$ cat src/rtl/fp_wb_pkg.sv
// Shared types and constants for the FP writeback arbiter slice.
// Each execution unit owns one holding entry of type fp_wb_entry_t.
package fp_wb_pkg;

  localparam int unsigned FP_NUM_UNITS  = 3;
  localparam int unsigned FFLAGS_W      = 5;
  localparam int unsigned FP_DATA_W     = 32;
  localparam int unsigned FP_REG_ADDR_W = 5;

  localparam int unsigned FPU_FMA     = 0;
  localparam int unsigned FPU_DIVSQRT = 1;
  localparam int unsigned FPU_CVT     = 2;

  typedef struct packed {
    logic [FP_REG_ADDR_W-1:0] rd;
    logic [FP_DATA_W-1:0]     data;
    logic [FFLAGS_W-1:0]      fflags;
    logic                     is_int;
  } fp_wb_entry_t;

endpackage

$ cat src/rtl/fp_wb_arbiter_rr.sv
// Round-robin arbiter: one-hot grant to the first request at or after rr_ptr.
// The pointer moves past the winner only on cycles where advance_i is high.
module rr_arbiter #(
  parameter  int unsigned NUM_REQ = 3,
  localparam int unsigned PTR_W   = (NUM_REQ > 1) ? $clog2(NUM_REQ) : 1
) (
  input  logic               clk,
  input  logic               reset,
  input  logic [NUM_REQ-1:0] req_i,
  input  logic               advance_i,
  output logic [NUM_REQ-1:0] grant_o
);

  logic [PTR_W-1:0] rr_ptr_q, rr_ptr_d;
  logic [PTR_W:0]   sum;
  logic [PTR_W-1:0] idx;
  logic             found;

  always_comb begin
    grant_o  = '0;
    rr_ptr_d = rr_ptr_q;
    found    = 1'b0;
    sum      = '0;
    idx      = '0;
    for (int unsigned off = 0; off < NUM_REQ; off++) begin
      // Rotated index (rr_ptr + off) mod NUM_REQ without a divider.
      sum = {1'b0, rr_ptr_q} + (PTR_W+1)'(off);
      if (sum >= (PTR_W+1)'(NUM_REQ)) sum = sum - (PTR_W+1)'(NUM_REQ);
      idx = sum[PTR_W-1:0];
      if (!found && req_i[idx]) begin
        found        = 1'b1;
        grant_o[idx] = 1'b1;
        rr_ptr_d     = (idx == PTR_W'(NUM_REQ - 1)) ? '0 : idx + 1'b1;
      end
    end
    if (!advance_i) rr_ptr_d = rr_ptr_q;
  end

  always_ff @(posedge clk) begin
    if (reset) rr_ptr_q <= '0;
    else       rr_ptr_q <= rr_ptr_d;
  end

endmodule

$ cat src/rtl/fp_wb_arbiter.sv
// FP writeback arbiter: one holding entry per execution unit, round-robin
// drained onto the single writeback port; no combinational unit->wb path.
module fp_wb_arbiter #(
  parameter  int unsigned NUM_UNITS  = fp_wb_pkg::FP_NUM_UNITS,
  parameter  int unsigned DATA_W     = fp_wb_pkg::FP_DATA_W,
  parameter  int unsigned REG_ADDR_W = fp_wb_pkg::FP_REG_ADDR_W,
  parameter  int unsigned FFLAGS_W   = fp_wb_pkg::FFLAGS_W,
  localparam int unsigned UNIT_W     = (NUM_UNITS > 1) ? $clog2(NUM_UNITS) : 1
) (
  input  logic                                 clk,
  input  logic                                 reset,
  input  logic [NUM_UNITS-1:0]                 unit_valid,
  output logic [NUM_UNITS-1:0]                 unit_ready,
  input  logic [NUM_UNITS-1:0][REG_ADDR_W-1:0] unit_rd,
  input  logic [NUM_UNITS-1:0][DATA_W-1:0]     unit_data,
  input  logic [NUM_UNITS-1:0][FFLAGS_W-1:0]   unit_fflags,
  input  logic [NUM_UNITS-1:0]                 unit_rd_is_int,
  input  logic                                 wb_stall,
  output logic                                 wb_fp_write,
  output logic                                 wb_int_write,
  output logic [REG_ADDR_W-1:0]                wb_rd,
  output logic [DATA_W-1:0]                    wb_data,
  output logic [FFLAGS_W-1:0]                  wb_fflags,
  output logic [UNIT_W-1:0]                    wb_unit,
  output logic [NUM_UNITS-1:0]                 pending_valid,
  output logic [NUM_UNITS-1:0][REG_ADDR_W-1:0] pending_rd,
  output logic                                 busy
);

  import fp_wb_pkg::*;

  logic [NUM_UNITS-1:0] hold_valid_q, hold_valid_d;
  fp_wb_entry_t         hold_q [NUM_UNITS];
  fp_wb_entry_t         hold_d [NUM_UNITS];
  logic [NUM_UNITS-1:0] req, grant, accept;

  // Stall masks every request so neither the grant nor the pointer moves.
  assign req = wb_stall ? '0 : hold_valid_q;

  rr_arbiter #(.NUM_REQ(NUM_UNITS)) u_rr (
    .clk       (clk),
    .reset     (reset),
    .req_i     (req),
    .advance_i (|grant),
    .grant_o   (grant)
  );

  assign unit_ready = ~hold_valid_q | grant;
  assign accept     = unit_valid & unit_ready;

  always_comb begin
    hold_valid_d = (hold_valid_q & ~grant) | accept;
    for (int unsigned i = 0; i < NUM_UNITS; i++) begin
      hold_d[i] = hold_q[i];
      if (accept[i]) begin
        hold_d[i] = '{rd: unit_rd[i], data: unit_data[i],
                      fflags: unit_fflags[i], is_int: unit_rd_is_int[i]};
      end
    end
  end

  always_ff @(posedge clk) begin
    if (reset) begin
      hold_valid_q <= '0;
      for (int unsigned i = 0; i < NUM_UNITS; i++) hold_q[i] <= '0;
    end else begin
      hold_valid_q <= hold_valid_d;
      for (int unsigned i = 0; i < NUM_UNITS; i++) hold_q[i] <= hold_d[i];
    end
  end

  always_comb begin
    wb_fp_write  = 1'b0;
    wb_int_write = 1'b0;
    wb_rd        = '0;
    wb_data      = '0;
    wb_fflags    = '0;
    wb_unit      = '0;
    for (int unsigned i = 0; i < NUM_UNITS; i++) begin
      if (grant[i]) begin
        wb_fp_write  = ~hold_q[i].is_int;
        wb_int_write = hold_q[i].is_int;
        wb_rd        = hold_q[i].rd;
        wb_data      = hold_q[i].data;
        wb_fflags    = hold_q[i].fflags;
        wb_unit      = UNIT_W'(i);
      end
    end
  end

  always_comb begin
    for (int unsigned i = 0; i < NUM_UNITS; i++) pending_rd[i] = hold_q[i].rd;
  end

  assign pending_valid = hold_valid_q;
  assign busy          = (|hold_valid_q) | (|unit_valid);

endmodule

$ cat config.mk
export PLATFORM = sky130hd
export DESIGN_NAME = fp_wb_arbiter
export DESIGN_NICKNAME = d
export VERILOG_FILES = /design/src/rtl/fp_wb_pkg.sv /design/src/rtl/fp_wb_arbiter_rr.sv /design/src/rtl/fp_wb_arbiter.sv
export SDC_FILE = /design/constraint.sdc
export NUM_CORES = 1
export LEC_CHECK = 0
export ABC_AREA = 1
export ABC_CLOCK_PERIOD_IN_PS = 4400
export CELL_PAD_IN_SITES_DETAIL_PLACEMENT = 1
export CELL_PAD_IN_SITES_GLOBAL_PLACEMENT = 2
export CORE_ASPECT_RATIO = 0.6
export CORE_MARGIN = 2
export CORE_UTILIZATION = 27
export CTS_CLUSTER_DIAMETER = 80
export DETAILED_ROUTE_END_ITERATION = 16
export PLACE_DENSITY_LB_ADDON = 0.1
export SLEW_MARGIN = 20
export SYNTH_ARGS = -nofsm -noshare
export SYNTH_HDL_FRONTEND = slang
export SYNTH_SLANG_ARGS = --single-unit
export TNS_END_PERCENT = 30
$ cat constraint.sdc
create_clock -name clk -period 4.4 [get_ports clk]
set_input_delay 0.66 -clock clk [delete_from_list [all_inputs] [get_ports clk]]
set_output_delay 0.66 -clock clk [all_outputs]
set_load 0.02 [all_outputs]
== Yosys cells after proc, flatten, opt, wreduce, memory -nomap -nowiden ==
Memories as Yosys holds them, arrays and structs flattened.
Index checks and enable logic that the tools add are counted.

* Bits in registers: 5
* RAM bits: 129
* Output and inout port bits: 68
* Word-level logic and storage cells: 103
* Memories: 1

{| class="wikitable"
|+ Memory list
! name !! depth !! width !! rd ports !! clocked after memory_dff !! wr ports !! line !! source
|-
| hold_q || 3 || 43 || 3 || 0 || 3 || fp_wb_arbiter.sv:33 || <nowiki>fp_wb_entry_t hold_q [NUM_UNITS];</nowiki>
|}

* Add/subtract/negate cells: 8
* $lt $le $gt $ge: 9
* Eq/ne operators: 3
* Muxes and demuxes: 53
* Bitwise logic cells: 15
* Reduce and logical (&&, ||, !) cells: 12

{| class="wikitable"
|+ Operators by type and width
! kind !! count
|-
| 43-bit 2-to-1 mux || 6
|-
| 32-bit 2-to-1 mux || 3
|-
| 5-bit 2-to-1 mux || 6
|-
| 2-bit 2-to-1 mux || 10
|-
| 1-bit 2-to-1 mux || 18
|-
| 3-bit 2-to-1 mux || 4
|-
| 3-bit bitwise OR || 4
|-
| 2-bit by 3-bit < comparator with 1-bit output, second input constant || 3
|-
| 3-bit OR reduction || 3
|-
| 2-bit by 1-bit adder with 2-bit output, second input constant || 3
|-
| 3-bit bitwise AND || 2
|-
| 1-bit binary-select mux with 2-bit select || 3
|-
| 1-bit demux with 2-bit select || 3
|-
| 2-bit equality test, second input constant || 3
|-
| 2-bit by 1-bit >= comparator with 1-bit output, second input constant || 3
|-
| 3-bit by 2-bit >= comparator with 1-bit output, second input constant || 2
|-
| 3-bit inverter || 2
|-
| 2-bit subtractor, second input constant || 3
|-
| 1-bit logical AND || 5
|-
| 1-bit bitwise OR || 4
|-
| 2-bit by 1-bit adder with 3-bit output, second input constant || 1
|-
| 2-bit by 2-bit adder with 3-bit output, second input constant || 1
|-
| 1-bit inverter || 3
|-
| 3-bit nonzero test || 1
|-
| other kinds (3) || 4
|}

== Longest topological paths before layout ==
Gate-level depths: netlist of run 1.

* Word-level depth: 15
* Mapped depth: 15
* Mapped depth without buffers: 14

== By module ==
A second synthesis of run 1 with hierarchy kept.

* Cell total of the unflattened synthesis: 1,145
* Area total of the unflattened synthesis: 7,236.9 µm²

{| class="wikitable"
|+ Modules (own cells, without submodules)
! module !! instances !! cells each !! area each (µm²)
|-
| fp_wb_arbiter || 1 || 1,084 || 6,849.1
|-
| rr_arbiter || 1 || 61 || 387.9
|}

== Worst setup path before layout of run 1 ==
No wires, ideal clock.

* Path kind: input to output
* Start: in wb_stall
* End: out wb_int_write
* Arrival: 2.127 ns
* Data required time: 3.740 ns
* Setup slack: 1.613 ns
* Stages: 9
* Buffers on the path: 0
* Cell sequence: inv_2 -> nand2_1 -> o21ai_2 -> nand2_2 -> a21oi_2 -> nand2_1 -> inv_2 -> nand3_1 -> a21boi_0

* Word-level cells in the longest chain between the ends: 13
* Elaborated cells between the ends (all ways): 21
* Classes of those cells: mux: 15; bitwise: 2; reduce/logical: 4

{| class="wikitable"
|+ RTL lines
! element !! line !! source
|-
| start, declared || fp_wb_arbiter.sv:18 || <nowiki>input logic wb_stall,</nowiki>
|-
| 3-bit 2-to-1 mux * || fp_wb_arbiter.sv:38 || <nowiki>assign req = wb_stall ? '0 : hold_valid_q;</nowiki>
|-
| 1-bit binary-select mux with 2-bit select || fp_wb_arbiter_rr.sv:30 || <nowiki>if (!found && req_i[idx]) begin</nowiki>
|-
| 1-bit 2-to-1 mux (not written as such) || fp_wb_arbiter_rr.sv:30 ||
|-
| 1-bit 2-to-1 mux || fp_wb_arbiter_rr.sv:30 ||
|-
| 1-bit zero test || fp_wb_arbiter_rr.sv:30 ||
|-
| 1-bit logical AND || fp_wb_arbiter_rr.sv:30 ||
|-
| 1-bit 2-to-1 mux || fp_wb_arbiter_rr.sv:30 ||
|-
| 1-bit zero test || fp_wb_arbiter_rr.sv:30 ||
|-
| 1-bit logical AND || fp_wb_arbiter_rr.sv:30 ||
|-
| 3-bit 2-to-1 mux * || fp_wb_arbiter_rr.sv:30 ||
|-
| 1-bit 2-to-1 mux (2 in series) || fp_wb_arbiter.sv:80 || <nowiki>if (grant[i]) begin</nowiki>
|-
| 1-bit 2-to-1 mux * || fp_wb_arbiter.sv:80 ||
|-
| end, declared || fp_wb_arbiter.sv:20 || <nowiki>output logic wb_int_write,</nowiki>
|}

Every way passes the cells marked *; elsewhere a longest branch is shown, timed or not. The select of a mux whose other input is x is not followed.

== Final worst setup path of run 1 ==
* Start: reg u_rr.rr_ptr_q[0]
* End: out wb_int_write

* Word-level cells in the longest chain between the ends: 14
* Elaborated cells between the ends (all ways): 46
* Classes of those cells: add/sub: 5; order compare: 9; mux: 23; bitwise: 2; reduce/logical: 7

{| class="wikitable"
|+ RTL lines
! element !! line !! source
|-
| start, declared || fp_wb_arbiter_rr.sv:14 || <nowiki>logic [PTR_W-1:0] rr_ptr_q, rr_ptr_d;</nowiki>
|-
| start signal, assigned || fp_wb_arbiter_rr.sv:41 || <nowiki>else rr_ptr_q <= rr_ptr_d;</nowiki>
|-
| 2-bit by 1-bit adder with 3-bit output, or another cell as far along || fp_wb_arbiter_rr.sv:27 || <nowiki>sum = {1'b0, rr_ptr_q} + (PTR_W+1)'(off);</nowiki>
|-
| 3-bit by 2-bit >= comparator with 1-bit output, or another cell as far along || fp_wb_arbiter_rr.sv:28 || <nowiki>if (sum >= (PTR_W+1)'(NUM_REQ)) sum = sum - (PTR_W+1)'(NUM_REQ);</nowiki>
|-
| 2-bit 2-to-1 mux, or another cell as far along || fp_wb_arbiter_rr.sv:28 ||
|-
| 2-bit by 3-bit < comparator with 1-bit output (not written as such), or another cell as far along || fp_wb_arbiter_rr.sv:32 || <nowiki>grant_o[idx] = 1'b1;</nowiki>
|-
| 1-bit logical AND (not written as such), or another cell as far along || fp_wb_arbiter_rr.sv:32 ||
|-
| 1-bit 2-to-1 mux (not written as such), or another cell as far along || fp_wb_arbiter_rr.sv:32 ||
|-
| 1-bit demux with 2-bit select, or another cell as far along || -- ||
|-
| 3-bit bitwise OR (no source line) / 1-bit 2-to-1 mux (equally long branches) || -- ||
|-
| 3-bit 2-to-1 mux / 1-bit zero test (equally long branches) || fp_wb_arbiter_rr.sv:30 ||
|-
| 3-bit bitwise OR (no source line) / 1-bit logical AND (equally long branches) || -- ||
|-
| 3-bit 2-to-1 mux * || fp_wb_arbiter_rr.sv:30 ||
|-
| 1-bit 2-to-1 mux (2 in series) || fp_wb_arbiter.sv:80 ||
|-
| 1-bit 2-to-1 mux * || fp_wb_arbiter.sv:80 ||
|}

Marked as above.

==> results of run 1 <==
-- critical path, cell delays in order (launching register included) --
cell             delay (ns)
dfxtp_1                0.38
inv_1                  0.08
ha_1                   0.35
nand2_1                0.09
nor2_2                 0.20
inv_2                  0.05
nand2_1                0.13
nand3_2                0.13
nand3_2                0.22
buf_4                  0.36
a21oi_1                0.10
a21boi_0               0.27
clkdlybuf4s50_1        0.67
-- metrics by stage --
| stage | power, µW | hold WS [ns] | utilization |
|---|---|---|---|
| global placement | 3700 | 0.463 | 0.360 |
| finish | 5220 | 0.481 | 0.385 |
| detailed placement | 3710 | 0.471 | 0.360 |
| global route | 5550 | 0.506 | 0.385 |
| floorplan | 2780 | 0.452 | - |
| CTS | 5280 | 0.476 | 0.385 |
-- path summary, 6_finish.rpt --
check	cells after the start	to	slack (ns)	start
setup / recovery	12	wb_int_write	0.27	u_rr.rr_ptr_q[0]
hold reg to reg	2	hold_q[0][80]	0.48	hold_q[0][80]
hold / removal	2	hold_q[0][80]	0.48	hold_q[0][80]
setup reg to reg	11	hold_q[0][29]	1.53	u_rr.rr_ptr_q[0]
-- routing by layer --
layer / routed length [µm] / share of wire
met1: 14400 / 0.52
met2: 12000 / 0.44
met4: 114 / 0.0041
met3: 1050 / 0.038
met5: 0 / 0
-- cell type report --
cell class,instances,share of cell area
repair buffers,221,0.229
flip-flops and latches,134,0.278
multi-input cells,753,0.378
clock buffers,24,0.0530
inverters,18,0.00725
clock inverters,8,0.0122
well taps,329,0.0426
-- flip-flops by register name, summed over array words and instances (netlist names) --
| signal | count |
|---|---|
| hold_q | 129 |
| pending_valid | 3 |
| u_rr.rr_ptr_q | 2 |
-- cells in the final DEF, fill, tap and decap left out, drive strengths merged --
master,netlist,layout
a21boi,1,1
a21oi,51,51
buf,59,22
bufinv,0,3
clkbuf,32,24
clkdlybuf4s50,0,199
clkinv,0,4
clkinvlp,0,1
dfxtp,134,134
ha,4,4
inv,18,18
nand2,237,237
nand3,100,100
nand3b,129,129
nand4,5,5
nor2,221,221
nor2b,1,1
nor3,1,1
o21ai,3,3
-- power groups by stage --
stage	combinational, µW	sequential [µW]	clock [µW]
floorplan	1290	1490	0
finish	2170	1500	1550
global placement	2180	1520	0
detailed placement	2180	1530	0
global route	2380	1520	1650
CTS	2190	1500	1580
-- kinds of logic after synthesis --
kind of cell             count (synthesis)
flip-flops                             134
buffers and inverters                  109
AND/OR/NAND/NOR                        694
adder cells (fa/ha/maj)                  4
AO/OA/AOI/OAI                           55
==> impl_metrics.tcl, run 1 <==
set metrics [dict create \
    status "finished, final reports clean" \
    power.density_nw_per_um2 540 \
    synth-adder-area-share 0.00729 \
    power.internal_uw 3190 \
    grt_first_pass_wirelength_um 43000 \
    ys_warn_count 0 \
    cts-htree-levels 4 \
    cts_tree "built" \
    yosysSeqAreaShare 0.391 \
    p_leak_uw 0.00404 \
    pwr-share-clk 0.296 \
    use_met2 0.321 \
    cts_buffers 17 \
    die_area_um2 26800 \
    synth_simple_gate_area_frac 0.480 \
    muxShareOfSynthArea 0 \
    port_buffers 202 \
    synth.most_common_cell "nand2_1" \
    ir_drop_mv 0.297 \
    critPathKind "reg2out" \
    nets 1284 \
    root_buffer "clkbuf_16" \
    grt_pass1_vias 7271 \
    syn2layout_area_growth_pct 40.7 \
    wl_per_cell_um 18.5 \
    power_switching_uw 2030 \
    finalSetupViolCount 0 \
    synth.area.top_cells "dfxtp_1, nand3b_1, nand2_1" \
    design_area_um2 9660 \
    core-area_um2 25100 \
    overflow 0 \
    startpoint_type "flip-flop" \
    stdcell_count 1487 \
    fmax_ghz 0.242 \
    hold_path.class "reg2reg" \
    vias 7031 \
    ctsResizeCount 0 \
    critPathMaxFanout 23 \
    final-seq-area_um2 2680 \
    drv_slew 0 \
    end_kind "primary output" \
    start_util 0.273 \
    multi_input_area_um2 3650 \
    swShare 0.389 \
    clock_latency_ns 0.44 \
    synthXorXnorAreaFrac 0 \
    synth_edf_count 0 \
    clock_sinks 134 \
    dp.cells 1455 \
    finClkSkew_ns 0.00921 \
    min_period_ns 4.13 \
    hold_violations 0 \
    yosysUniqueCellTypes 27 \
    tightest_slew_ns 1.01 \
    final_layout_size_suffix_gt1_frac 0.0648 \
    ant_nets 0 \
    fill_cells 3114 \
    synth_nets 1135 \
    grt_usage 0.211 \
    cts_setup_buffers 0 \
    postRouteWirelength_um 27500 \
    die_w_um 210 \
    layout_setup_ws_ns 0.268 \
    use_met1 0.305 \
    n_antenna_cell 0 \
    rows 45 \
    dr.pass1.iters 5 \
    max_slew_margin 0.329 \
    antenna_found_initial 0 \
    yosysTopAreaCellShare 0.391 \
    cp.arrival_ns 3.47 \
    holdBufCountCts 0 \
    placed_area_um2 9030 \
    via_per_inst 4.73 \
    comb_power_share 0.416 \
    place_ws_ns 0.336 \
    cp.required_ns 3.74 \
    io_pins 203 \
    clk_path_buf_depth 2 \
    synth_commonest_cells "nand2_1, nor2_1, dfxtp_1" \
    die_y_um 128 \
    clkTransAtPathRegs_ns 0.06 \
    grt_max_degree 88 \
    dpl.hpwl_um 18200 \
    gp_congestion 0.785 \
    post-route-period-util 0.939 \
    drt_iter0_drc 327 \
    ys_ff_latch 134 \
    drc 0 \
    synth_cells 996 \
    syn_avg_cell_area_um2 6.89 \
    dominantRegCellSynth "dfxtp_1" \
    async_flop_share 0 \
    synth_compound_area_frac 0.0421 \
    synth_top_family_by_area "simple AND/OR/NAND/NOR gates" \
    maxCapViolCount 0 \
    busiest_layer "met2" \
    setup_tns_ns 0 \
    grtUsageMet3 0.0524 \
    grt_setup_unrepaired "false" \
    synth_top_area_cell "dfxtp_1" \
    netlist_area_um2 6870 \
    p_seq_frac 0.288 \
]
No activity file was read; power rests on OpenSTA's default activity.
==> inputs of run 2 (changes only) <==
--- a/config.mk
+++ b/config.mk
@@ -12,7 +12,7 @@
 export CORE_ASPECT_RATIO = 0.6
 export CORE_MARGIN = 2
 export CORE_UTILIZATION = 27
-export CTS_CLUSTER_DIAMETER = 80
+export CTS_CLUSTER_DIAMETER = 200
 export DETAILED_ROUTE_END_ITERATION = 16
 export PLACE_DENSITY_LB_ADDON = 0.1
 export SLEW_MARGIN = 20
==> results of run 2 <==
Same layout as run 1: the final DEF is identical, and so are final timing and power.
